--- src/rtl/am_sample_scheduler_pkg.sv ---
// Shared definitions for the AM sample scheduler: buffer states, grant codes
// and default parameter values.
package am_sample_scheduler_pkg;

    typedef enum logic [1:0] {
        ST_EMPTY = 2'd0,
        ST_DATA  = 2'd1,
        ST_FILL  = 2'd2
    } sched_state_e;

    typedef logic [1:0] grant_t;

    localparam grant_t GNT_NONE = 2'b00;
    localparam grant_t GNT_SRC0 = 2'b01;
    localparam grant_t GNT_SRC1 = 2'b10;

    // Unmodulated carrier: 50 % PWM duty.
    localparam logic [7:0] IDLE_LEVEL_DEFAULT = 8'd128;
    localparam int unsigned STAT_WIDTH_DEFAULT = 16;

endpackage

--- src/rtl/am_sample_scheduler_if.sv ---
// Sample path between the two source FIFOs, the scheduler and the modulator.
// The slave modport is the scheduler's view; master is the surrounding FIFOs/modulator.
interface am_sample_scheduler_if;
    import am_sample_scheduler_pkg::*;

    logic [7:0] src0_sample;
    logic       src0_empty;
    logic       src0_read;
    logic [7:0] src1_sample;
    logic       src1_empty;
    logic       src1_read;
    logic [7:0] mod_sample;
    logic       mod_empty;
    logic       mod_read;
    grant_t     grant;

    modport master (
        output src0_sample, src0_empty, src1_sample, src1_empty, mod_read,
        input  src0_read, src1_read, mod_sample, mod_empty, grant
    );

    modport slave (
        input  src0_sample, src0_empty, src1_sample, src1_empty, mod_read,
        output src0_read, src1_read, mod_sample, mod_empty, grant
    );

endinterface

--- src/rtl/am_rr_arbiter2.sv ---
// Two-request arbiter: fixed src0 priority or round-robin on a registered
// last-grant pointer that only moves when a grant is actually taken.
module am_rr_arbiter2
    import am_sample_scheduler_pkg::*;
(
    input  logic   clk,
    input  logic   rst,
    input  logic   [1:0] req_i,
    input  logic   mode_i,
    input  logic   advance_i,
    output grant_t gnt_o,
    output logic   last_o
);

    // last_q = 1 means src1 was granted last, so src0 wins the first tie.
    logic last_q;
    logic last_d;

    // One-hot winner selection from the current requests.
    always_comb begin
        gnt_o = GNT_NONE;
        case (req_i)
            2'b01: gnt_o = GNT_SRC0;
            2'b10: gnt_o = GNT_SRC1;
            2'b11: begin
                if (mode_i && !last_q) begin
                    gnt_o = GNT_SRC1;
                end else begin
                    gnt_o = GNT_SRC0;
                end
            end
            default: gnt_o = GNT_NONE;
        endcase
    end

    // Pointer update when the granted source is loaded.
    always_comb begin
        last_d = last_q;
        if (advance_i && (gnt_o != GNT_NONE)) begin
            last_d = gnt_o[1];
        end else begin
            last_d = last_q;
        end
    end

    // Last-grant pointer register.
    always_ff @(posedge clk) begin
        if (rst) begin
            last_q <= 1'b1;
        end else begin
            last_q <= last_d;
        end
    end

    assign last_o = last_q;

endmodule

--- src/rtl/am_sample_scheduler.sv ---
// Arbitrates two FWFT sample FIFOs into a one-entry buffer feeding the AM
// modulator, inserting an idle carrier sample on underrun when allowed.
module am_sample_scheduler
    import am_sample_scheduler_pkg::*;
#(
    parameter logic [7:0]  IDLE_LEVEL = IDLE_LEVEL_DEFAULT,
    parameter int unsigned STAT_WIDTH = STAT_WIDTH_DEFAULT
) (
    input  logic                  clk,
    input  logic                  rst,
    input  logic                  enable_i,
    input  logic                  rr_mode_i,
    input  logic                  fill_en_i,
    input  logic                  clr_stats_i,
    am_sample_scheduler_if.slave  sched_if,
    output logic [STAT_WIDTH-1:0] underrun_count_o,
    output logic [STAT_WIDTH-1:0] src0_count_o,
    output logic [STAT_WIDTH-1:0] src1_count_o
);

    function automatic logic [STAT_WIDTH-1:0] sat_inc(input logic [STAT_WIDTH-1:0] v);
        if (&v) begin
            return v;
        end else begin
            return v + {{(STAT_WIDTH-1){1'b0}}, 1'b1};
        end
    endfunction

    sched_state_e          state_q, state_d;
    logic [7:0]            buf_q, buf_d;
    grant_t                grant_q, grant_d;
    logic                  rd0_q, rd0_d;
    logic                  rd1_q, rd1_d;
    logic                  empty_q, empty_d;
    logic [STAT_WIDTH-1:0] ucnt_q, ucnt_d;
    logic [STAT_WIDTH-1:0] cnt0_q, cnt0_d;
    logic [STAT_WIDTH-1:0] cnt1_q, cnt1_d;

    logic   consume;
    logic   buf_free;
    logic   load;
    logic   [1:0] req;
    grant_t arb_gnt;
    logic   inc0, inc1, incu;

    // A source in its pop-pending cycle still shows the old head, so it must not compete.
    always_comb begin
        consume  = sched_if.mod_read && (state_q != ST_EMPTY);
        buf_free = (state_q == ST_EMPTY) || consume;
        load     = enable_i && buf_free;
        req      = {(!sched_if.src1_empty && !rd1_q), (!sched_if.src0_empty && !rd0_q)};
    end

    am_rr_arbiter2 u_arb (
        .clk       (clk),
        .rst       (rst),
        .req_i     (req),
        .mode_i    (rr_mode_i),
        .advance_i (load),
        .gnt_o     (arb_gnt),
        .last_o    ()
    );

    // Buffer state machine: load, fill or drain the single entry.
    always_comb begin
        state_d = state_q;
        buf_d   = buf_q;
        grant_d = grant_q;
        rd0_d   = 1'b0;
        rd1_d   = 1'b0;
        inc0    = 1'b0;
        inc1    = 1'b0;
        incu    = 1'b0;
        if (load) begin
            case (arb_gnt)
                GNT_SRC0: begin
                    state_d = ST_DATA;
                    buf_d   = sched_if.src0_sample;
                    grant_d = GNT_SRC0;
                    rd0_d   = 1'b1;
                    inc0    = 1'b1;
                end
                GNT_SRC1: begin
                    state_d = ST_DATA;
                    buf_d   = sched_if.src1_sample;
                    grant_d = GNT_SRC1;
                    rd1_d   = 1'b1;
                    inc1    = 1'b1;
                end
                default: begin
                    grant_d = GNT_NONE;
                    if (fill_en_i) begin
                        state_d = ST_FILL;
                        buf_d   = IDLE_LEVEL;
                        incu    = 1'b1;
                    end else begin
                        state_d = ST_EMPTY;
                        buf_d   = buf_q;
                    end
                end
            endcase
        end else if (consume) begin
            state_d = ST_EMPTY;
            grant_d = GNT_NONE;
        end else begin
            state_d = state_q;
        end
        empty_d = (state_d == ST_EMPTY);
    end

    // Saturating statistics; a clear wins over a same-cycle increment.
    always_comb begin
        ucnt_d = ucnt_q;
        cnt0_d = cnt0_q;
        cnt1_d = cnt1_q;
        if (clr_stats_i) begin
            ucnt_d = {STAT_WIDTH{1'b0}};
            cnt0_d = {STAT_WIDTH{1'b0}};
            cnt1_d = {STAT_WIDTH{1'b0}};
        end else begin
            ucnt_d = incu ? sat_inc(ucnt_q) : ucnt_q;
            cnt0_d = inc0 ? sat_inc(cnt0_q) : cnt0_q;
            cnt1_d = inc1 ? sat_inc(cnt1_q) : cnt1_q;
        end
    end

    // State, buffer, pulse and counter registers.
    always_ff @(posedge clk) begin
        if (rst) begin
            state_q <= ST_EMPTY;
            buf_q   <= 8'd0;
            grant_q <= GNT_NONE;
            rd0_q   <= 1'b0;
            rd1_q   <= 1'b0;
            empty_q <= 1'b1;
            ucnt_q  <= {STAT_WIDTH{1'b0}};
            cnt0_q  <= {STAT_WIDTH{1'b0}};
            cnt1_q  <= {STAT_WIDTH{1'b0}};
        end else begin
            state_q <= state_d;
            buf_q   <= buf_d;
            grant_q <= grant_d;
            rd0_q   <= rd0_d;
            rd1_q   <= rd1_d;
            empty_q <= empty_d;
            ucnt_q  <= ucnt_d;
            cnt0_q  <= cnt0_d;
            cnt1_q  <= cnt1_d;
        end
    end

    assign sched_if.src0_read  = rd0_q;
    assign sched_if.src1_read  = rd1_q;
    assign sched_if.mod_sample = buf_q;
    assign sched_if.mod_empty  = empty_q;
    assign sched_if.grant      = grant_q;
    assign underrun_count_o    = ucnt_q;
    assign src0_count_o        = cnt0_q;
    assign src1_count_o        = cnt1_q;

endmodule
--- src/flat_wrapper.sv ---
// flat-port wrapper written by rule: the top's interface ports become plain ports
module am_sample_scheduler_flat import am_sample_scheduler_pkg::*;
#(
    parameter logic [7:0]  IDLE_LEVEL = IDLE_LEVEL_DEFAULT,
    parameter int unsigned STAT_WIDTH = STAT_WIDTH_DEFAULT
)
  (clk, rst, enable_i, rr_mode_i, fill_en_i, clr_stats_i, underrun_count_o, src0_count_o, src1_count_o, sched_if_src0_sample, sched_if_src0_empty, sched_if_src1_sample, sched_if_src1_empty, sched_if_mod_read, sched_if_src0_read, sched_if_src1_read, sched_if_mod_sample, sched_if_mod_empty, sched_if_grant);
  am_sample_scheduler_if sched_if_i ();
  input  logic clk;
  input  logic rst;
  input  logic enable_i;
  input  logic rr_mode_i;
  input  logic fill_en_i;
  input  logic clr_stats_i;
  output logic [STAT_WIDTH-1:0] underrun_count_o;
  output logic [STAT_WIDTH-1:0] src0_count_o;
  output logic [STAT_WIDTH-1:0] src1_count_o;
  input wire logic [$bits(sched_if_i.src0_sample)-1:0] sched_if_src0_sample;
  input wire logic [$bits(sched_if_i.src0_empty)-1:0] sched_if_src0_empty;
  input wire logic [$bits(sched_if_i.src1_sample)-1:0] sched_if_src1_sample;
  input wire logic [$bits(sched_if_i.src1_empty)-1:0] sched_if_src1_empty;
  input wire logic [$bits(sched_if_i.mod_read)-1:0] sched_if_mod_read;
  output wire logic [$bits(sched_if_i.src0_read)-1:0] sched_if_src0_read;
  output wire logic [$bits(sched_if_i.src1_read)-1:0] sched_if_src1_read;
  output wire logic [$bits(sched_if_i.mod_sample)-1:0] sched_if_mod_sample;
  output wire logic [$bits(sched_if_i.mod_empty)-1:0] sched_if_mod_empty;
  output wire logic [$bits(sched_if_i.grant)-1:0] sched_if_grant;
  assign sched_if_i.src0_sample = sched_if_src0_sample;
  assign sched_if_i.src0_empty = sched_if_src0_empty;
  assign sched_if_i.src1_sample = sched_if_src1_sample;
  assign sched_if_i.src1_empty = sched_if_src1_empty;
  assign sched_if_i.mod_read = sched_if_mod_read;
  assign sched_if_src0_read = sched_if_i.src0_read;
  assign sched_if_src1_read = sched_if_i.src1_read;
  assign sched_if_mod_sample = sched_if_i.mod_sample;
  assign sched_if_mod_empty = sched_if_i.mod_empty;
  assign sched_if_grant = sched_if_i.grant;
  am_sample_scheduler #(.IDLE_LEVEL(IDLE_LEVEL), .STAT_WIDTH(STAT_WIDTH)) u_core (.clk(clk), .rst(rst), .enable_i(enable_i), .rr_mode_i(rr_mode_i), .fill_en_i(fill_en_i), .clr_stats_i(clr_stats_i), .sched_if(sched_if_i), .underrun_count_o(underrun_count_o), .src0_count_o(src0_count_o), .src1_count_o(src1_count_o));
endmodule
--- config.mk ---
export PLATFORM = sky130hd
export DESIGN_NAME = am_sample_scheduler_flat
export DESIGN_NICKNAME = d
export VERILOG_FILES = /design/src/rtl/am_sample_scheduler_pkg.sv /design/src/rtl/am_sample_scheduler_if.sv /design/src/rtl/am_rr_arbiter2.sv /design/src/rtl/am_sample_scheduler.sv /design/src/flat_wrapper.sv
export SDC_FILE = /design/constraint.sdc
export NUM_CORES = 1
export LEC_CHECK = 0
export BUFFER_PORTS_ARGS = -buffer_cell sky130_fd_sc_hd__buf_2
export CAP_MARGIN = 20
export CELL_PAD_IN_SITES_DETAIL_PLACEMENT = 0
export CELL_PAD_IN_SITES_GLOBAL_PLACEMENT = 2
export CORE_MARGIN = 2
export CORE_UTILIZATION = 27
export DETAILED_ROUTE_END_ITERATION = 16
export HOLD_SLACK_MARGIN = 0.08
export PLACE_DENSITY = 0.76
export SETUP_SLACK_MARGIN = 0.5
export SYNTH_ARGS = -nofsm -noshare
export SYNTH_HDL_FRONTEND = slang
export SYNTH_SLANG_ARGS = --single-unit
--- constraint.sdc ---
create_clock -name clk -period 2.9 [get_ports clk]
set_clock_uncertainty 0.15 [all_clocks]
set_input_delay 0.58 -clock clk [delete_from_list [all_inputs] [get_ports clk]]
set_output_delay 0.58 -clock clk [all_outputs]
set_load 0.05 [all_outputs]
-- Word level (Yosys, flattened, before mapping)
Index checks and enable logic that the tools add are counted.
- bits in registers: 64
- bits of input ports: 25
- output and inout bits: 61
- word-level logic and storage cells: 66
- $add $sub $neg: 3
- equality and inequality tests: 5
- multiplexer cells: 18
- bitwise operators: 3
- reductions and logical operators: 27
- operators by type and width (cell ; count):
    16-bit by 1-bit adder with 16-bit output (second input constant) ; 3
    16-bit AND reduction ; 3
    8-bit case mux with 2 select lines ; 1
    2-bit 2-to-1 mux ; 7
    8-bit 2-to-1 mux ; 1
    2-bit AND reduction ; 4
    1-bit 2-to-1 mux ; 7
    2-bit == test (second input constant) ; 3
    1-bit logical AND ; 6
    2-bit case mux with 3 select lines ; 1
    2-bit nonzero test ; 3
    1-bit logical NOT ; 5
    2-bit by 1-bit == test with 1-bit output (second input constant) ; 2
    2-bit logical NOT ; 2
    2-bit case mux with 2 select lines ; 1
    2-bit OR reduction ; 2
    1-bit NOT ; 3
    3-bit nonzero test ; 1
    1-bit logical OR ; 1

-- Logic depth before layout (Yosys ltp)
Gate-level depths: netlist (run 1).
- word-level depth: 9
- gate-level depth with buffers: 10
- gate-level depth less buffers: 8

-- Hierarchy
Synthesis (run 1) repeated with hierarchy kept, for this count alone.
- cell total of the unflattened synthesis: 393
- area, all modules: 3387.0 um2
- by module, submodules not included (module ; times used ; cells an instance ; area each (um2) ; seq. area each (um2)):
    am_sample_scheduler ; 1 ; 384 ; 3316.9 ; 1261.2
    am_rr_arbiter2 ; 1 ; 9 ; 70.1 ; 20.0

-- Worst setup path before layout (run 1)
No wires, ideal clock.
- kind: input -> register
- from: input rr_mode_i
- to: register u_core.cnt0_q[14], in the netlist u_core.src0_count_o[14]
- setup time: 70 ps
- arrival: 2676 ps
- required time: 2680 ps
- setup slack: 4 ps
- cell stages on the path: 8
- path buffers: 1
- path through: nor2b_1 o31ai_1 ha_1 buf_2 nand2_1 or4_1 or4_1 a21oi_1
- cells in the longest elaborated chain, start to end: 7
- RTL lines (element ; line ; RTL):
    start: declaration ; flat_wrapper.sv:12 ; input logic rr_mode_i;
    1-bit logical AND ; am_rr_arbiter2.sv:26 ; if (mode_i && !last_q) begin
    2-bit 2-to-1 mux ; am_rr_arbiter2.sv:26 ;
    2-bit case mux with 3 select lines ; am_rr_arbiter2.sv:22 ; case (req_i)
    2-bit by 1-bit == test with 1-bit output ; am_sample_scheduler.sv:75 ; case (arb_gnt)
    1-bit 2-to-1 mux ; am_sample_scheduler.sv:75 ;
    1-bit 2-to-1 mux ; am_sample_scheduler.sv:74 ; if (load) begin
    2-bit AND reduction (no source line) ; - ;
    end signal: assignment ; am_sample_scheduler.sv:137 ; cnt0_q <= {STAT_WIDTH{1'b0}};
    end signal: assignment ; am_sample_scheduler.sv:147 ; cnt0_q <= cnt0_d;
    end: declaration ; am_sample_scheduler.sv:36 ; logic [STAT_WIDTH-1:0] cnt0_q, cnt0_d;
No other way between the ends.
A chain may end at the register's enable or synchronous reset.

-- Worst setup path after layout (run 1)
- from: input rr_mode_i
- to: register u_core.cnt0_q[10], in the netlist u_core.src0_count_o[10]
The elaborated chain is that of the path after synthesis.

==> qor.yml, run 1 <==
status: "completed"
fillers: 1247
synth_compound_area_share_pct: 21.1
synth_cell_types: 43
synthTopCellsByArea: "dfxtp_1, a21oi_1, or4_1"
wl_per_cell_um: 15.5
vias_per_cell: 5.35
worstSetupStartpointType: "input pin"
hold_path_depth: 2
yosysTopAreaCellShare_pct: 39.4
grt_pass1_vias: 3134
ys_seq_area_share_pct: 39.4
fmax_mhz: 422
period_needed_ns: 2.37
slew_headroom_pct: 61.6
synth_top_family_by_area: "simple AND/OR/NAND/NOR gates"
syn_inst: 394
finalHoldViolCount: 0
synth_xor_area_share_pct: 0
cellInternalPower_mw: 1.68
hold_buffers: 0
drc: 0
worst_pin_slew_ns: 0.572
vdd_drop_max_mv: 0.253
rsz0062_at_grt: "true"
fp.dieH_um: 114
worstReg2RegStart: "u_core.sched_if.src0_read"
netlist_area_um2: 3250
wl_met3_um: 472
nNetsFinal: 518
worstSetupEndpointType: "flop"
dr.pass1.iters: 4
clock_power_share_pct: 49.6
cp.arrival_ns: 2.47
port-buffer-count: 85
track_usage_pct: 14.9
cts_buffer_depth: 2
seqPwrFrac_pct: 41.1
cts_sinks: 64
ys.flop_type: "dfxtp_1"
switchingPower_uw: 527
vias: 3419
powerDensity_nw_per_um2: 507
start_util_pct: 27.4
ys_ff_latch: 64
dr_wl_met2_um: 4450
place_ws_ns: 0.00759
setup_viol: 0
met1Wirelength_um: 4860
reg2reg_slack_ns: 0.59
antenna_found_initial: 0
cts_root_buf: "clkbuf_16"
routed_wl_um: 9920
p_sw_share_pct: 23.9
cp.required_ns: 3.00
tns_ns: 0
h-tree-depth: 3
crit-reg2reg-capture: "u_core.src0_count_o[10]"
yosys.area_share.simple_pct: 32.2
hold_class: "flop to flop"
leakage_nw: 1.56
grt_max_degree: 25
clk_latency_ns: 0.33
place.gp.congestion: 0.770
comb_power_share_pct: 9.3
synth_adder_area_share_pct: 2.31
worstSetupPathType: "input pin to flop"
crit_start: "rr_mode_i"
endpoint: "u_core.src0_count_o[10]"
drive_above_1_share_pct: 30.1
synth_warnings: 0
syn_to_final_growth_pct: 33.6
synth_edf_count: 0
dieArea_um2: 12900
clkTransAtPathRegs_ns: 0.05
grt_overflow_total: 0
routed.top_layer: "met4"
core_um2: 11900
synth_top_cell_by_area: "dfxtp_1"
setup_slack_ns: 0.531
syn-num-nets: 425
final_antenna_net_count: 0
async_reset_ff_share_pct: 0
synth_mux_area_share_pct: 1.54
num_antenna_cells: 0
ff2ff_path_depth: 6
place_hpwl_um: 7130
rows: 40
grt_pass1_wl_um: 15400
avgSynthCellArea_um2: 8.25
numCtsBuffers: 9
dr.first_iter.drc_count: 142
die_width_um: 114
max-cap-violations: 0
io_pins: 86
power_mw: 2.20
crit_path_max_fanout: 4
cts_tree: "done"
min_period_over_period_pct: 81.7
drv_slew: 0
## layout by cell type (no fill, tap or decap), types with 15 or more instances in the layout
master and instances:
buf_2 85, dfxtp_1 63, a21oi_1 47, nand2_1 31, or3_1 21, o31ai_1 20
nand4_1 19, or4_1 19, nor2_1 18, nand3_1 17, o21ai_0 16, buf_4 15
## sequential cells by signal, indices dropped and copies added (netlist names)
name / flops
u_core.sched_if.mod_sample: 8
u_core.src1_count_o: 16
u_core.sched_if.src1_read: 1
u_core.src0_count_o: 16
u_core.sched_if.src0_read: 1
u_core.underrun_count_o: 16
u_core.sched_if.mod_empty: 1
u_core.state_q: 2
u_core.u_arb.last_o: 1
u_core.sched_if.grant: 2
## through the flow
step | hold slack [ns] | std cells | cell area, µm² | util [%]
floorplan | 0.345 | 394 | 3350 | -
global placement | 0.290 | 619 | 3950 | 33.3
detailed placement | 0.295 | 619 | 3950 | 33.3
CTS | 0.303 | 637 | 4290 | 36.2
global route | 0.320 | 639 | 4340 | 36.6
finish | 0.302 | 639 | 4340 | 36.6
## power groups by stage
stage / clock [mW] / sequential, mW / combinational, mW
2_1_floorplan: 0 / 0.957 / 0.102
3_3_place_gp: 0 / 0.923 / 0.198
3_5_place_dp: 0 / 0.923 / 0.198
4_1_cts: 1.11 / 0.905 / 0.204
5_1_grt: 1.15 / 0.906 / 0.224
6_report: 1.09 / 0.904 / 0.205
## final cells by class
type                       instances  area [µm²]  share of cell area [%]
sequential                        64        1280                    29.5
inverter                           7        26.3                   0.605
clock buffer                      13         260                    5.99
timing repair buffer             101         558                    12.8
tap                              147         184                    4.23
clock inverter                     3        40.0                   0.922
multi-input combinational        304        1990                    45.9
## repair_timing
item,4_1_cts,5_1_grt
gates resized for setup,5,10
pin swaps,2,6
setup endpoints to repair,18,17
buffers inserted,2,2
## worst max-delay path, cell delays in order
cell and delay, ns:
buf_2 0.11, nor2b_4 0.14, a211oi_4 0.28, ha_4 0.21, nand2_2 0.08, or4_4 0.52, or4_1 0.42, a21oi_1 0.13
## cell usage after synthesis, types with 2 or more instances
cell and number:
a211oi_1 5, a21oi_1 49, a22oi_1 7, and2_1 2
and3_1 2, and4_1 6, buf_2 4, clkbuf_1 13
dfxtp_1 64, ha_1 6, inv_1 7, mux2i_1 5
nand2_1 33, nand2b_1 3, nand3_1 20, nand3b_1 3
nand4_1 19, nor2_1 19, nor3_1 8, nor4_1 11
o21ai_0 16, o311ai_0 3, o31ai_1 21, o41ai_1 3
or2_2 3, or3_1 22, or4_1 23, or4_4 2
## cells by family (layout without fill, tap and decap cells)
family | after synthesis | count (layout)
AOI/OAI and AO/OA | 111 | 111
adders and majority gates | 6 | 6
buffers and inverters | 26 | 124
muxes | 5 | 5
DFF | 64 | 64
and+or+nand+nor | 182 | 182
## how the worst min path moves through the flow
| stage | from | slack (ns) | endpoint |
|---|---|---|---|
| after floorplan | u_core.state_q[0] | 0.34 | u_core.state_q[0] |
| after global placement | u_core.sched_if.mod_sample[4] | 0.29 | u_core.sched_if.mod_sample[4] |
| after detailed placement | u_core.sched_if.mod_sample[5] | 0.30 | u_core.sched_if.mod_sample[5] |
| after CTS | u_core.sched_if.mod_sample[5] | 0.30 | u_core.sched_if.mod_sample[5] |
| after global routing | u_core.sched_if.mod_sample[0] | 0.32 | u_core.sched_if.mod_sample[0] |
| final | u_core.sched_if.mod_sample[5] | 0.30 | u_core.sched_if.mod_sample[5] |
## metal layers
| metal | vias to the layer above | GRT usage [%] |
|---|---|---|
| met5 | - | 0 |
| met4 | 0 | 4.96 |
| met3 | 15 | 2.98 |
| met2 | 78 | 24.1 |
| met1 | 1608 | 20.0 |
| li1 | 1718 | - |
No activity file was read; power rests on OpenSTA's default activity.
==> run 2: changes to the inputs <==
ABC_AREA = 1   (was not set)
CORE_UTILIZATION = 26   (was 27)
PLACE_DENSITY = 0.78   (was 0.76)
clock period = 2 ns   (was 2.9 ns; I/O delays follow)
==> run 2 against run 1 <==
The flow now finishes with violations (setup timing). Routed wire length increased by 14%. Highest routed layer unchanged. Clock-buffer cell count down 2. Worst hold slack worse by 0.017 ns. Global-route usage up 0.89 points. Non-clock buffer count is 32 higher. Critical path type is now flop to flop. Largest power group unchanged.
==> qor.yml, run 2 <==
avgSynthCellArea_um2: 6.56  # -20%
cts_root_buf: "clkbuf_16"
worst_pin_slew_ns: 0.506  # -0.0663 ns
synth_edf_count: 0  # unchanged
dr.first_iter.drc_count: 164  # +15%
die_width_um: 121  # +6.1%
grt_pass1_wl_um: 18300  # +19%
placed_cell_area_um2: 4460  # +13%
rows: 42  # +5.0%
met1Wirelength_um: 5400  # +11%
hold_class: "input pin to flop"
vias_per_cell: 4.55  # -15%
crit_path_max_fanout: 7  # +3
syn_to_final_growth_pct: 66.1
synth_warnings: 0  # unchanged
seqPwrFrac_pct: 39.1  # -2.0 points
wl_per_cell_um: 13.2  # -15%
place_hpwl_um: 7800  # +9.4%
min_period_over_period_pct: 101
dr_wl_met2_um: 5140  # +15%
dieArea_um2: 14500  # +12%
grt_pass1_vias: 3651  # +16%
routed.top_layer: "met4"
antenna_found_initial: 0  # unchanged
synthTopCellsByArea: "dfxtp_1, nand2_1, nor2_1"
cp.required_ns: 2.07  # -0.93 ns
fmax_mhz: 496
port-buffer-count: 85  # unchanged
setup_slack_ns: -0.0152  # -0.546 ns
powerDensity_nw_per_um2: 571  # +13%
grt_max_degree: 23  # -8.0%
cp.arrival_ns: 2.09  # -0.38 ns
nNetsFinal: 702  # +36%
io_pins: 86  # unchanged
grt_overflow_total: 0  # unchanged
ys_seq_area_share_pct: 36.2  # -3.2 points
p_sw_share_pct: 26.6  # +2.7 points
cpMostUsedCell: "nor2_1"
ys_ff_latch: 64  # unchanged
track_usage_pct: 15.8  # +0.89 points
hold_buffers: 0  # unchanged
layout_commonest_cell: "nand2_1"
drc: 0  # unchanged
num_antenna_cells: 0  # unchanged
switchingPower_uw: 893  # +69%
cts_tree: "done"
synth_most_common_cell: "nand2_1"
worstSetupEndpointType: "flop"
drv_slew: 0  # unchanged
start_util_pct: 26.7  # -0.70 points
core_um2: 13200  # +12%
syn-num-nets: 570  # +34%
cp_top_family: "simple AND/OR/NAND/NOR gates"
finalHoldViolCount: 0  # unchanged
final_antenna_net_count: 0  # unchanged
period_needed_ns: 2.02
syn_inst: 539  # +37%
ys.flop_type: "dfxtp_1"
clock_power_share_pct: 45.4  # -4.2 points
clk_latency_ns: 0.33  # about the same
async_reset_ff_share_pct: 0  # unchanged
violations: "setup timing"
cts_buffer_depth: 2  # unchanged
design_area_um2: 5870  # +35%
drive_above_1_share_pct: 48.4  # +18 points
cellInternalPower_mw: 2.46  # +47%
final_cell_mix: "nand2_1, nor2_1, buf_6"
synth_top_cell_by_area: "dfxtp_1"
status: "finished with violations"
clkTransAtPathRegs_ns: 0.05  # about the same
netlist_area_um2: 3540  # +8.8%
max-cap-violations: 0  # unchanged
vdd_drop_max_mv: 0.303  # +20%
slowest_stage: "dfxtp_2"
worstSetupStartpointType: "flop"
h-tree-depth: 3  # unchanged
vias: 3879  # +13%
routed_wl_um: 11300  # +14%
fp.dieH_um: 121  # +6.1%
cp_slowest_stage_delay_ns: 0.31  # -0.21 ns
synth_cell_types: 26  # -40%
rsz0062_at_grt: "true"
ys_top_cells_by_count: "nand2_1, nor2_1, dfxtp_1, a21oi_1, inv_1"
crit_chain: "nor2_1 > inv_1 > a21oi_2 > inv_2 > ha_4 > nand2_2 > nand3b_1 > buf_6 > buf_12 > nor2_4 > nand3_2 > nand2_1 > nor2_1"
cts_sinks: 64  # unchanged
comb_power_share_pct: 15.5  # +6.2 points
wl_met3_um: 485  # +2.8%
worstSetupPathType: "flop to flop"
slew_headroom_pct: 66.3  # +4.7 points
dr.pass1.iters: 4  # unchanged
leakage_nw: 2.24  # +44%
place.gp.congestion: 0.790  # +2.6%
numCtsBuffers: 9  # unchanged
setup_viol: 3  # +3
tns_ns: -0.0250  # -0.0250 ns
yosysTopAreaCellShare_pct: 36.2  # -3.2 points
path_buf_inv: 4  # +3
==> run 2: cell count changes after synthesis, sizes merged, moves of 22 or more <==
| cell | previous run | this run |
|---|---|---|
| nor2 | 19 | 120 |
| or3 | 22 | 0 |
| nand3 | 20 | 43 |
| nand2 | 33 | 150 |
| or4 | 25 | 0 |
| inv | 7 | 44 |
==> run 2: final cells by class <==
class	count	area, µm²
Timing Repair Buffer	133	1200
Fill cell	1369	7370
Tap cell	176	220
Sequential cell	64	1360
Clock buffer	11	233
Multi-Input combinational cell	419	2630
Clock inverter	5	47.5
Inverter	44	188
==> run 2: cells by family after synthesis <==
group	synth area share, %
and+or+nand+nor	40.3
AOI/OAI and AO/OA	10.8
DFF	36.2
buffers and inverters	7.61
xor gates and xnor gates	2.97
adders and majority gates	2.12
==> run 2: final timing paths <==
path | start | to | slack, ns | depth (start not counted)
worst max-delay path | u_core.u_arb.last_o | u_core.underrun_count_o[9] | -0.02 | 13
worst min-delay path | sched_if_mod_read | u_core.state_q[0] | 0.29 | 4
worst max register to register | u_core.u_arb.last_o | u_core.underrun_count_o[9] | -0.02 | 13
worst min register to register | u_core.sched_if.mod_sample[3] | u_core.sched_if.mod_sample[3] | 0.31 | 2
==> run 2: through the flow <==
| step | std cells | util (%) | power [mW] | hold WS [ns] | setup WS, ns |
|---|---|---|---|---|---|
| after floorplan | 539 | - | 1.59 | 0.290 | -0.0914 |
| after global placement | 811 | 33.7 | 1.71 | 0.300 | -0.280 |
| after detailed placement | 811 | 33.7 | 1.72 | 0.304 | -0.323 |
| after CTS | 841 | 41.8 | 3.37 | 0.253 | -0.00422 |
| after global routing | 852 | 44.3 | 3.51 | 0.290 | -0.132 |
| final | 852 | 44.3 | 3.36 | 0.285 | -0.0152 |
==> run 2: per-layer routing <==
| metal | vias to the layer above | GRT usage, % |
|---|---|---|
| met1 | 1780 | 21.0 |
| met5 | - | 0 |
| li1 | 2006 | - |
| met4 | 0 | 7.19 |
| met3 | 19 | 3.11 |
| met2 | 74 | 24.7 |
==> run 2: repair_timing <==
action | 4_1_cts | 5_1_grt
setup buffers | 12 | 11
pin swaps | 36 | 26
hold endpoints to repair | 0 | 0
setup endpoints to repair | 115 | 90
cloned | 2 | 0
gates resized for setup | 201 | 74
==> run 2: tightest hold or removal path: stages <==
cell and delay (ns):
buf_2 0.11, inv_1 0.07, nand2_1 0.07, a21oi_2 0.06
==> run 2: power groups by stage <==
stage,logic [mW],clock network (mW),registers [mW]
after floorplan,0.189,0,1.40
after global placement,0.377,0,1.34
after detailed placement,0.380,0,1.34
after CTS,0.475,1.58,1.31
after global routing,0.563,1.63,1.31
final,0.520,1.52,1.31
